$ cat config.mk
export PLATFORM = sky130hd
export DESIGN_NAME = mem_dump_tx
export DESIGN_NICKNAME = d
export VERILOG_FILES = /design/src/rtl/core_pkg.sv /design/src/rtl/uart_tx_byte.sv /design/src/rtl/mem_dump_tx.sv
export SDC_FILE = /design/constraint.sdc
export NUM_CORES = 1
export LEC_CHECK = 0
export CORE_MARGIN = 5
export CORE_UTILIZATION = 35
export DETAILED_ROUTE_END_ITERATION = 10
export PLACE_DENSITY = 0.64
export SYNTH_ARGS = -nofsm -noshare
export SYNTH_HDL_FRONTEND = slang
export SYNTH_SLANG_ARGS = --single-unit
$ cat constraint.sdc
create_clock -name clk -period 5.8 [get_ports clk]
set_input_delay 1.74 -clock clk [delete_from_list [all_inputs] [get_ports clk]]
set_output_delay 1.74 -clock clk [all_outputs]
set_load 0.03 [all_outputs]
$ cat src/rtl/core_pkg.sv
// Shared types and constants for the post-run memory dumper.
// Latency: n/a (declarations only).
// Backpressure: n/a.
package core_pkg;

  // Dump sequencer states.
  typedef enum logic [2:0] {
    IDLE,
    REQ,
    WAIT,
    SEND,
    NEXT,
    DONE
  } state_e;

  // Start bit + 8 data bits + stop bit.
  localparam int UART_FRAME_BITS = 10;
  localparam int WORD_BYTES      = 4;

endpackage

$ cat src/rtl/uart_tx_byte.sv
// UART 8N1 byte transmitter with a registered, glitch-free txd line.
// Latency: txd drops to the start bit 1 cycle after start; frame is 10*CLK_PER_BIT cycles.
// Backpressure: start is accepted only while busy is low; busy is low in the final stop-bit cycle.
// Ports: clk, rstn (async active-low), start (pulse), data[7:0], busy, txd (idles high).
module uart_tx_byte
  import core_pkg::*;
#(
  parameter int CLK_PER_BIT = 868
) (
  input  logic       clk,
  input  logic       rstn,
  input  logic       start,
  input  logic [7:0] data,
  output logic       busy,
  output logic       txd
);

  localparam int TW = (CLK_PER_BIT > 1) ? $clog2(CLK_PER_BIT) : 1;
  localparam int BW = $clog2(UART_FRAME_BITS);

  logic [TW-1:0]              timer_q, timer_d;
  logic [BW-1:0]              bit_q, bit_d;
  logic [UART_FRAME_BITS-1:0] frame_q, frame_d;
  logic                       active_q, active_d;
  logic                       txd_q, txd_d;
  logic                       bit_end, frame_end;

  assign bit_end   = active_q && (timer_q == TW'(CLK_PER_BIT - 1));
  assign frame_end = bit_end && (bit_q == BW'(UART_FRAME_BITS - 1));
  // Dropping busy during the last stop-bit cycle lets the next frame follow with no idle gap.
  assign busy      = active_q && !frame_end;
  assign txd       = txd_q;

  always_comb begin
    timer_d  = timer_q;
    bit_d    = bit_q;
    frame_d  = frame_q;
    active_d = active_q;
    txd_d    = txd_q;
    if (bit_end) begin
      timer_d = '0;
      bit_d   = bit_q + BW'(1);
      frame_d = {1'b1, frame_q[UART_FRAME_BITS-1:1]};
      txd_d   = frame_q[1];
    end else if (active_q) begin
      timer_d = timer_q + TW'(1);
    end
    if (frame_end) begin
      active_d = 1'b0;
      bit_d    = '0;
      txd_d    = 1'b1;
    end
    if (start && !busy) begin
      active_d = 1'b1;
      timer_d  = '0;
      bit_d    = '0;
      frame_d  = {1'b1, data, 1'b0};
      txd_d    = 1'b0;
    end
  end

  always_ff @(posedge clk or negedge rstn) begin
    if (!rstn) begin
      timer_q  <= '0;
      bit_q    <= '0;
      frame_q  <= '1;
      active_q <= 1'b0;
      txd_q    <= 1'b1;
    end else begin
      timer_q  <= timer_d;
      bit_q    <= bit_d;
      frame_q  <= frame_d;
      active_q <= active_d;
      txd_q    <= txd_d;
    end
  end

endmodule

$ cat src/rtl/mem_dump_tx.sv
// Dumps a window of data RAM over UART (4 bytes per word, LSB byte first) once the core ends.
// Latency: core_end edge to memread_io 2 cycles; data_ready_io to first start bit 1 cycle.
// Backpressure: none; waits indefinitely for data_ready_io, one outstanding read at a time.
// Ports: clk, rstn, core_end; RAM IO port addr_io/memread_io/data_from_memory_io/data_ready_io;
//        txd; status dump_busy, dump_done (sticky until reset).
module mem_dump_tx
  import core_pkg::*;
#(
  parameter int          CLK_PER_BIT = 868,
  parameter logic [31:0] DUMP_BASE   = 32'h0000_0000,
  parameter int          DUMP_WORDS  = 256
) (
  input  logic        clk,
  input  logic        rstn,
  input  logic        core_end,
  output logic [31:0] addr_io,
  output logic        memread_io,
  input  logic [31:0] data_from_memory_io,
  input  logic        data_ready_io,
  output logic        txd,
  output logic        dump_busy,
  output logic        dump_done
);

  localparam int CW  = $clog2(DUMP_WORDS + 1);
  localparam int BYW = $clog2(WORD_BYTES);

  state_e          state_q, state_d;
  logic [31:0]     addr_q, addr_d;
  logic [31:0]     word_q, word_d;
  logic [CW-1:0]   cnt_q, cnt_d;
  logic [BYW-1:0]  byte_q, byte_d;
  logic [BYW-1:0]  byte_nxt;
  logic            ce_q, ce_qq;
  logic            start_edge;
  logic            tx_start, tx_busy;
  logic [7:0]      tx_data;

  // Both copies reset low, so core_end already high at reset release still looks like an edge.
  assign start_edge = ce_q && !ce_qq;
  assign byte_nxt   = byte_q + BYW'(1);

  assign addr_io     = addr_q;
  assign memread_io  = (state_q == REQ);
  assign dump_busy   = (state_q == REQ) || (state_q == WAIT) || (state_q == SEND) || (state_q == NEXT);
  assign dump_done   = (state_q == DONE);

  always_comb begin
    state_d  = state_q;
    addr_d   = addr_q;
    word_d   = word_q;
    cnt_d    = cnt_q;
    byte_d   = byte_q;
    tx_start = 1'b0;
    tx_data  = word_q[8*byte_nxt +: 8];
    case (state_q)
      IDLE: if (start_edge) state_d = REQ;
      REQ:  state_d = WAIT;
      WAIT: begin
        if (data_ready_io) begin
          // Byte 0 goes straight from the RAM bus so the start bit lands one cycle later.
          word_d   = data_from_memory_io;
          byte_d   = '0;
          tx_start = 1'b1;
          tx_data  = data_from_memory_io[7:0];
          state_d  = SEND;
        end
      end
      SEND: begin
        if (!tx_busy) begin
          if (byte_q == BYW'(WORD_BYTES - 1)) begin
            state_d = NEXT;
          end else begin
            byte_d   = byte_nxt;
            tx_start = 1'b1;
          end
        end
      end
      NEXT: begin
        if (cnt_q == CW'(DUMP_WORDS - 1)) begin
          state_d = DONE;
        end else begin
          addr_d  = addr_q + 32'd4;
          cnt_d   = cnt_q + CW'(1);
          state_d = REQ;
        end
      end
      DONE:    state_d = DONE;
      default: state_d = IDLE;
    endcase
  end

  always_ff @(posedge clk or negedge rstn) begin
    if (!rstn) begin
      state_q <= IDLE;
      addr_q  <= DUMP_BASE;
      word_q  <= '0;
      cnt_q   <= '0;
      byte_q  <= '0;
      ce_q    <= 1'b0;
      ce_qq   <= 1'b0;
    end else begin
      state_q <= state_d;
      addr_q  <= addr_d;
      word_q  <= word_d;
      cnt_q   <= cnt_d;
      byte_q  <= byte_d;
      ce_q    <= core_end;
      ce_qq   <= ce_q;
    end
  end

  uart_tx_byte #(
    .CLK_PER_BIT(CLK_PER_BIT)
  ) u_uart (
    .clk  (clk),
    .rstn (rstn),
    .start(tx_start),
    .data (tx_data),
    .busy (tx_busy),
    .txd  (txd)
  );

endmodule

==> metrics <==
Crit path arrival time between 1.5 and 2 ns; Core ar. 0.0133 sq mm; initial antenna violation count 0; r2r endpoint addr_io[31]$_DFFE_PN0P_; Syn Area/Cell 10.4 sq um; vias in the first global route around 3600; TritonCTS Sinks 102; Slew HR 0.230; CP max FO 7; DR pass1 iterations 4; clock skew 0.00867 ns; Setup TNS 0 ns; htree depth 3; CTS Hold Bufs 0; Leak 0.00284 uW; final setup vio count 0; M1 GR Usage 0.172; area of the die 0.0162 sq mm; Post-synth EDFFs 0; post-synthesis sequential area ratio 0.533; XOR/XNOR share of the synthesized area 0.0820; area delta synth->final 23.5%; Detail Route Antenna Nets 0; Tcrit/Tclk final 0.635; Iteration-0 DRC Markers 194; total CTS buffers 9; Mapped Area 0.00481 sq mm; routed wire length 10200 um; global-route wire length before repair around 17000 um; Compound-Gate Fraction of Synth Area 0.0263; Cells after DPL 689; CP Class register to primary output; CTS root buf clkbuf_16; largest family of logic cells by synthesized area simple AND/OR/NAND/NOR gates; Cell Rows 42; GRT Util Overall 0.131; die span in x 127 um; mux cell area share after synthesis 0.0921; FFs w/ async S/R, synth 1.00; largest net degree at the start of global routing 53; Most Used Layer, Global Route met2; deepest clock path buffer count 2; Post-CTS Setup Bufs 0; Hold Path Depth 0; dominant synthesized flop cell dfrtp_1; routed vias 3450; DIE HEIGHT 127 um; Worst setup SP type register; Port Buffers roughly 70; DR WL/cell about 14 um; Hold Path Sink ce_qq$_DFF_PN0_; hold crit path type register to register; RSZ-0062 raised after global routing no; layout cells sized above 1 0.0777; Max IR drop VDD between 0.0001 and 0.00015 V; Req. time, crit path 4.06 ns; Slew Limit Fails 0; Post-Syn Instances 461; Synth warnings 0; DP Wirelength 7190 um; met3 Resource Use GR 0.0367; element type at the critical path end primary output; R2R cell count 8; worst skew pair latency 0.34 ns; Worst-Margin Slew 1.15 ns; Ports 72; CTS tree yes; final cell count without fillers 704; final hold vios 0; Tot Pwr ~1600 uW; fin crit period 3.68 ns; Worst Min Path Start ce_q$_DFF_PN0_; CTS resizes 0; nets@finish 567; status completed; Final GP Congestion just under 0.8; adder-cell share of the synthesized area 0.0182; fmax 271 MHz; reg-to-reg startpoint cnt_q[0]$_DFFE_PN0P_; CTS clock-pin slew for the worst setup and hold paths 0.06 ns; GRT Residual Overflow 0; Finished Core Util 0.445; Antenna diodes 0; DR vias/cell 4.90; R2R setup slack a little under 3 ns; met2 Resource Use GR 0.207; Initial Utilization 0.360; unique cell type count in the Yosys netlist between 40 and 50; Yosys reg bits 102; Simple-Gate Fraction of Synth Area 0.219; Max Cap Viol 0; DRC 0; power per cell area roughly 270 mW/mm^2
cells in the final DEF (no fill, tap or decap), types with 4 or more instances in the layout:
master / Yosys / layout
ha_1: 7 / 7
a21oi_1: 5 / 5
dfstp_2: 9 / 9
nand2_1: 122 / 122
nor3b_1: 4 / 4
mux4_2: 8 / 8
mux2i_1: 24 / 24
nor4_1: 10 / 10
clkbuf_16: 0 / 9
dfrtp_1: 93 / 93
and2_1: 5 / 5
nor3_1: 11 / 11
nand3_1: 13 / 13
xnor2_1: 20 / 20
nor2_1: 24 / 24
inv_1: 10 / 10
clkdlybuf4s50_1: 0 / 68
nor2b_1: 5 / 5
nand4_1: 12 / 12
xor2_1: 25 / 25
worst max-delay path: stages (launching register included):
cell	delay [ns]
dfrtp_1	0.46
inv_1	0.10
nor3b_1	0.31
clkdlybuf4s50_1	0.73
routing by layer:
layer | routed length, um | share of wire
met4 | 192 | 0.019
met3 | 450 | 0.044
met5 | 0 | 0
met1 | 4660 | 0.46
met2 | 4900 | 0.48
through the flow:
| stage | hold slack [ns] | setup slack, ns | area (sq um) |
|---|---|---|---|
| 2_1_floorplan | 0.354 | 2.67 | 4810 |
| 3_3_place_gp | 0.401 | 2.09 | 5640 |
| 3_5_place_dp | 0.395 | 2.05 | 5640 |
| 4_1_cts | 0.409 | 2.08 | 5940 |
| 5_1_grt | 0.415 | 2.05 | 5940 |
| 6_report | 0.405 | 2.12 | 5940 |
worst max path at each step:
stage / start / endpoint / slack, ns / cells past startpoint
after global placement: data_ready_io / word_q[26]$_DFFE_PN0P_ / 2.09 / 5
after global routing: state_q[0]$_DFFE_PN0P_ / dump_done / 2.05 / 2
after detailed placement: data_ready_io / word_q[10]$_DFFE_PN0P_ / 2.05 / 5
final: state_q[2]$_DFFE_PN0P_ / dump_done / 2.12 / 3
after floorplan: state_q[0]$_DFFE_PN0P_ / dump_done / 2.67 / 2
after CTS: state_q[2]$_DFFE_PN0P_ / dump_done / 2.08 / 3
state kept, by name, summed over array words and instances (netlist names):
| register | count |
|---|---|
| cnt_q | 9 |
| u_uart.txd | 1 |
| state_q | 3 |
| u_uart.bit_q | 4 |
| ce_q | 1 |
| u_uart.timer_q | 10 |
| u_uart.frame_q | 8 |
| byte_q | 2 |
| ce_qq | 1 |
| word_q | 32 |
| addr_io | 30 |
| u_uart.active_q | 1 |
cells in the mapped netlist (all sizes together), types with 6 or more instances:
cell	number	area [sq um]
xnor2	20	175
dfrtp	93	2330
ha	7	87.6
nor3	11	55.1
inv	10	37.5
and2	6	37.5
nor2	24	90.1
nand2	122	458
xor2	25	219
nor4	10	62.6
dfstp	9	236
nand3	13	65.1
nand4	13	87.6
mux4	8	180
mux2i	24	240
clkbuf	15	56.3
logic make-up (layout without fill, tap and decap cells):
kind of cell / after synthesis / after routing
AO/OA/AOI/OAI: 19 / 19
XOR/XNOR: 45 / 45
adder cells (fa/ha/maj): 7 / 7
buffers and inverters: 30 / 96
flip-flops: 102 / 102
multiplexers: 34 / 34
other: 1 / 2
AND/OR/NAND/NOR: 223 / 223
final cells by class:
cell class / count / area [sq um]
clock buffer: 12 / 256
timing repair buffer: 71 / 703
multi-input combinational: 330 / 2110
fill: 1300 / 7410
sequential: 102 / 2560
clock inverter: 3 / 43.8
tap: 176 / 220
inverter: 10 / 37.5
power breakdown:
group	switching (uW)	internal, uW
Combinational	87.5	98.3
Sequential	43.3	787
Clock	253	356
Total	383	1240
Note: power is estimated with default switching activity, not from simulation.
